### config.mk
export PLATFORM = sky130hd
export DESIGN_NAME = lif_step_scheduler
export DESIGN_NICKNAME = d
export VERILOG_FILES = /design/src/rtl/lif_step_scheduler.sv
export SDC_FILE = /design/constraint.sdc
export NUM_CORES = 1
export LEC_CHECK = 0
export ABC_AREA = 0
export CORE_UTILIZATION = 60
export CTS_BUF_LIST = sky130_fd_sc_hd__clkbuf_8
export DETAILED_ROUTE_END_ITERATION = 12
export GPL_TIMING_DRIVEN = 0
export MAX_ROUTING_LAYER = met4
export PLACE_DENSITY = 0.89
export SYNTH_ARGS = -nofsm -noshare
export SYNTH_HDL_FRONTEND = slang
export SYNTH_SLANG_ARGS = --single-unit
### constraint.sdc
create_clock -name clk -period 6.6 [get_ports clk]
set_input_delay 1.65 -clock clk [delete_from_list [all_inputs] [get_ports clk]]
set_output_delay 1.65 -clock clk [all_outputs]
set_load 0.01 [all_outputs]
### src/rtl/lif_step_scheduler.sv
`default_nettype none
// ============================================================================
// Module   : lif_step_scheduler
// Brief    : Time-multiplexed leaky integrate-and-fire neuron array. Synaptic
//            events are buffered per neuron while idle. A timestep then sweeps
//            every neuron once: it applies the leak, integrates the buffered
//            current, and fires or stores the new membrane value.
// Revision : 1.0 - initial release
// ============================================================================
module lif_step_scheduler #(
  parameter int         N_NEURONS  = 16,
  parameter int         ID_W       = 4,
  parameter int         LEAK_SHIFT = 3,
  parameter logic [7:0] THRESH     = 8'd200
) (
  input  logic            clk,
  input  logic            reset,
  input  logic            stop,
  input  logic            step_start,
  input  logic            in_valid,
  input  logic [ID_W-1:0] in_id,
  input  logic [7:0]      in_weight,
  output logic            in_ready,
  output logic            spike_valid,
  output logic [ID_W-1:0] spike_id,
  output logic            busy,
  output logic            step_done,
  input  logic [ID_W-1:0] rd_id,
  output logic [7:0]      rd_v
);

  localparam logic [ID_W-1:0] LAST_IDX = ID_W'(N_NEURONS - 1);

  typedef enum logic [1:0] {
    S_IDLE    = 2'd0,
    S_PROCESS = 2'd1,
    S_DONE    = 2'd2
  } state_t;

  state_t          r_state;
  state_t          w_state_nxt;
  logic [ID_W-1:0] r_idx;
  logic [7:0]      r_v   [N_NEURONS];
  logic [7:0]      r_cur [N_NEURONS];
  logic            r_spike_valid;
  logic [ID_W-1:0] r_spike_id;

  logic            w_accept;
  logic            w_start;
  logic            w_process;
  logic [8:0]      w_acc_sum;
  logic [7:0]      w_acc_sat;
  logic [7:0]      w_v_cur;
  logic [7:0]      w_i_cur;
  logic [7:0]      w_v_leak;
  logic [8:0]      w_v_sum;
  logic [7:0]      w_v_new;
  logic            w_fire;

  // Handshake and status decode; events are only taken between timesteps.
  assign in_ready    = (r_state == S_IDLE);
  assign busy        = (r_state != S_IDLE);
  assign step_done   = (r_state == S_DONE);
  assign spike_valid = r_spike_valid;
  assign spike_id    = r_spike_id;
  assign rd_v        = r_v[rd_id];

  assign w_accept  = in_valid && in_ready;
  assign w_start   = (r_state == S_IDLE) && step_start && !stop;
  assign w_process = (r_state == S_PROCESS) && !stop;

  // Event accumulation saturates at full scale instead of wrapping.
  assign w_acc_sum = {1'b0, r_cur[in_id]} + {1'b0, in_weight};
  assign w_acc_sat = w_acc_sum[8] ? 8'hFF : w_acc_sum[7:0];

  // Per-neuron update for the neuron currently selected by the sweep index.
  assign w_v_cur  = r_v[r_idx];
  assign w_i_cur  = r_cur[r_idx];
  assign w_v_leak = w_v_cur - (w_v_cur >> LEAK_SHIFT);
  assign w_v_sum  = {1'b0, w_v_leak} + {1'b0, w_i_cur};
  assign w_v_new  = w_v_sum[8] ? 8'hFF : w_v_sum[7:0];
  assign w_fire   = (w_v_new >= THRESH);

  // Next-state logic; stop freezes the sweep but never the DONE pulse.
  always_comb begin
    w_state_nxt = r_state;
    case (r_state)
      S_IDLE:    if (w_start) w_state_nxt = S_PROCESS;
      S_PROCESS: if (w_process && (r_idx == LAST_IDX)) w_state_nxt = S_DONE;
      S_DONE:    w_state_nxt = S_IDLE;
      default:   w_state_nxt = S_IDLE;
    endcase
  end

  // State register.
  always_ff @(posedge clk) begin
    if (reset) r_state <= S_IDLE;
    else       r_state <= w_state_nxt;
  end

  // Sweep index and registered spike output (one cycle after processing).
  always_ff @(posedge clk) begin
    if (reset) begin
      r_idx         <= '0;
      r_spike_valid <= 1'b0;
      r_spike_id    <= '0;
    end else begin
      r_spike_valid <= 1'b0;
      if (w_start) begin
        r_idx <= '0;
      end else if (w_process) begin
        r_idx <= (r_idx == LAST_IDX) ? '0 : r_idx + ID_W'(1);
        if (w_fire) begin
          r_spike_valid <= 1'b1;
          r_spike_id    <= r_idx;
        end
      end
    end
  end

  // Membrane and current buffers; accept and process never coincide.
  always_ff @(posedge clk) begin
    if (reset) begin
      for (int k = 0; k < N_NEURONS; k++) begin
        r_v[k]   <= 8'd0;
        r_cur[k] <= 8'd0;
      end
    end else if (w_accept) begin
      r_cur[in_id] <= w_acc_sat;
    end else if (w_process) begin
      r_cur[r_idx] <= 8'd0;
      r_v[r_idx]   <= w_fire ? 8'd0 : w_v_new;
    end
  end

endmodule
`default_nettype wire

==> impl_metrics.csv <==
group,metric,value,unit
run_status,status,"finished, final reports clean",
floorplan,core,24500,sq um
critical_path,cpMostUsedCell,"a21o_1",
detailed_routing,wl_per_cell,28.2,microns
synthesis,syn_nets,1121,
cts,cts.sinks,271,
synthesis,synthFlopType,"edfxtp_1",
flow_run,maxCapViolCount,0,
cts,cts_buffers,41,
critical_path,worstPathCellList,"clkbuf_2 -> clkbuf_4 -> mux4_2 -> mux4_2 -> ha_1 -> a21o_1 -> a21o_1 -> a21o_1 -> a2111oi_1 -> xnor2_1 -> ha_1 -> nand3_1 -> or3_1 -> nand2_4 -> a2111oi_4 -> buf_4 -> buf_4 -> o32ai_4 -> clkbuf_4 -> nor2_1",
critical_path,critPathBufInv,5,
floorplan,start_util,0.617,
synthesis,synth_area_leaders,"edfxtp_1, mux4_2, nor2_1",
detailed_routing,first_pass_iters,6,
sta,final-max-slew-violation-count,0,
sta,relSlewSlack,0.104,
critical_path,crit_family,"compound AO/OA/AOI/OAI gates",
sta,min_period_over_period,0.980,
critical_path,r2r_slack,0.13,ns
detailed_routing,drc_errors,0,
detailed_routing,avgViaCountPerCell,7.26,
power_and_ir_drop,p_leak,5.74,nW
critical_path,critical_path.slowest_cell,"mux4_2",
synthesis,yosys_warnings,0,
synthesis,ys_ff_latch,271,
detailed_routing,drtIter0Drc,2060,
placed_design,portBuffers,31,
final_layout,final_nets,1196,
global_route,first_global_vias,10800,
sta,hold_viol,0,
global_route,grt_max_degree,20,
floorplan,io_pins,37,
sta,layout_min_cycle_time,6.47,ns
synthesis,synthArstFlopShare,0,
sta,worst_pin_slew,1.33,ns
sta,fin_skew,0.0245,ns
floorplan,num_rows,57,
synthesis,synth.distinct_cells,58,
floorplan,die_h,161,microns
sta,clock.fmax,155,MHz
power_and_ir_drop,vdd_drop_max,263,uV
global_route,gr-total-overflow,0,
global_route,grt_pass1_wl,64100,microns
detailed_routing,vias,10900,
placed_design,dp_hpwl,31400,microns
floorplan,dieArea,25800,sq um
power_and_ir_drop,p_per_area,279,nW/um^2
critical_path,cp-start-kind,"flop",
final_layout,fill_cells,1486,
critical_path,arrival,6.77,ns
cts,cts_hold_buffers,0,
global_route,antenna_found_initial,3,
final_layout,fin_util,0.687,
synthesis,syn-cell-area,15100,sq um
critical_path,required,6.90,ns
detailed_routing,antenna_left,0,
cts,cts_root_buffer,"clkbuf_8",
sta,tns,0,ns
final_layout,drive_gt1_frac,0.238,
final_layout,area_growth,11.3,%
critical_path,end_kind,"flop",
cts,clk_latency,0.57,ns
cts,clk_pin_slew,0.07,ns
critical_path,critPathMaxStageDelay,0.54,ns
synthesis,synth-edff-count,256,
floorplan,die_x,161,microns
critical_path,path_class,"reg2reg",
hold_path,hold_path_class,"reg2reg",
cts,clockBufferDepth,3,
cts,cts_tree,"yes",
critical_path,critPathMaxFanout,10,
cts,cts_max_level,2,
synthesis,yosys.area.top_type,"edfxtp_1",
synthesis,syn_avg_cell_area,14.1,sq um
placed_design,place_congestion,0.940,
synthesis,postSynthCellCount,1072,
detailed_routing,routed_wl,42300,microns
global_route,grt_use_total,0.348,
synthesis,synth_top_area_share,0.509,
synthesis,ys_seq_area_frac,0.529,
sta,setup_viol,0,
[final timing paths]
path                from          end  depth (start not counted)
max                 flop   r_v[15][5]                         20
min          spike_id[1]  spike_id[1]                          2
max reg2reg         flop   r_v[15][5]                         20
min reg2reg  spike_id[1]  spike_id[1]                          2
[power breakdown]
group / internal (W) / switching (W) / total, W
clock: 0.000752 / 0.000677 / 0.00143
sequential: 0.00195 / 0.0000378 / 0.00198
combinational: 0.000421 / 0.000851 / 0.00127
[cells by family after synthesis]
| group | share of synthesized area |
|---|---|
| compound gates | 0.0505 |
| mux | 0.241 |
| buf+inv | 0.0269 |
| xor+xnor | 0.00754 |
| flops | 0.529 |
| simple gates | 0.120 |
| fa+ha+maj | 0.0247 |
[cells in the mapped netlist, drive strengths merged, types with 5 or more instances]
| library cell | number |
|---|---|
| edfxtp | 256 |
| nor2 | 210 |
| mux4 | 160 |
| clkbuf | 54 |
| nand2b | 53 |
| a21oi | 47 |
| nor3 | 38 |
| buf | 28 |
| nand2 | 28 |
| ha | 25 |
| inv | 20 |
| o21ai | 18 |
| dfxtp | 15 |
| a21o | 11 |
| or3 | 11 |
| or2 | 9 |
| nor3b | 8 |
| nand3 | 7 |
| xnor2 | 7 |
| nor2b | 6 |
| xor2 | 6 |
| a2111oi | 5 |
| o32ai | 5 |
[state kept, by name, indices dropped and copies added, names as in the netlist, named ones only]
register,cells
r_cur,128
r_idx,4
r_state,2
r_v,128
spike_id,4
spike_valid,1
[worst register-to-register path, stage by stage (launching register included)]
cell	delay [ns]
dfxtp_2	0.53
clkbuf_2	0.37
clkbuf_4	0.38
mux4_2	0.40
mux4_2	0.54
ha_1	0.33
a21o_1	0.16
a21o_1	0.20
a21o_1	0.21
a2111oi_1	0.47
xnor2_1	0.15
ha_1	0.36
nand3_1	0.10
or3_1	0.39
nand2_4	0.22
a2111oi_4	0.05
buf_4	0.23
buf_4	0.18
o32ai_4	0.48
clkbuf_4	0.35
nor2_1	0.09
[layer usage]
metal | up-vias | wire length (microns) | global-route usage
li1 | 4341 | - | -
met2 | 1105 | 19600 | 0.515
met5 | - | 0 | -
met3 | 182 | 6940 | 0.0987
met1 | 5280 | 14000 | 0.459
met4 | 0 | 1840 | 0.140
[layout make-up]
class / count / area (sq um) / area share
multi-input combinational: 699 / 6800 / 0.405
inverter: 20 / 75.1 / 0.00447
tap: 324 / 405 / 0.0241
clock buffer: 49 / 674 / 0.0401
timing repair buffer: 34 / 333 / 0.0198
clock inverter: 23 / 151 / 0.00901
antenna: 3 / 7.51 / 0.000447
buffer: 80 / 365 / 0.0218
sequential: 271 / 7990 / 0.476
[per-stage QoR]
step | setup slack, ns | total power (W) | std cells | cell area [sq um] | hold slack [ns]
global placement | -0.539 | 0.00306 | 1427 | 15800 | 0.464
CTS | 0.0692 | 0.00455 | 1500 | 16700 | 0.481
finish | 0.130 | 0.00469 | 1503 | 16800 | 0.480
floorplan | 0.610 | 0.00275 | 1072 | 15100 | 0.493
global route | -0.00993 | 0.00478 | 1503 | 16800 | 0.491
detailed placement | -0.821 | 0.00312 | 1427 | 15800 | 0.469
[cell usage in the layout, fill, tap and decap left out, types with 3 or more instances in the layout]
cell,netlist,layout
mux4_2,160,160
and3_1,3,3
nor3b_1,6,6
nor2b_1,6,6
o21ai_0,12,11
xnor2_1,7,7
a21o_1,11,11
edfxtp_1,256,256
clkinv_2,0,7
fa_1,3,3
nand3_1,7,7
clkbuf_2,0,8
a31oi_1,3,3
or2_2,9,9
inv_1,20,31
clkbuf_8,0,49
diode_2,0,3
or3_1,11,11
clkbuf_1,54,46
buf_2,15,8
clkdlybuf4s50_1,0,31
o32ai_4,0,5
nor2_1,210,210
buf_4,1,6
mux2i_1,4,4
ha_1,25,25
xor2_1,6,6
nand4_1,3,3
nor3_1,36,36
buf_1,12,8
nand2_1,27,27
nand2b_1,53,53
dfxtp_1,15,14
a2111oi_0,4,3
o21ai_1,4,5
clkbuf_4,0,5
a21oi_1,46,46
[repair_timing]
| action | 4_1_cts | 5_1_grt |
|---|---|---|
| pin swaps | 1 | 0 |
| hold endpoints to repair | 0 | 0 |
| gates resized for setup | 15 | 27 |
| setup endpoints to repair | 153 | 114 |
| setup buffers | 3 | 0 |
(Power assumes the default switching activity.)
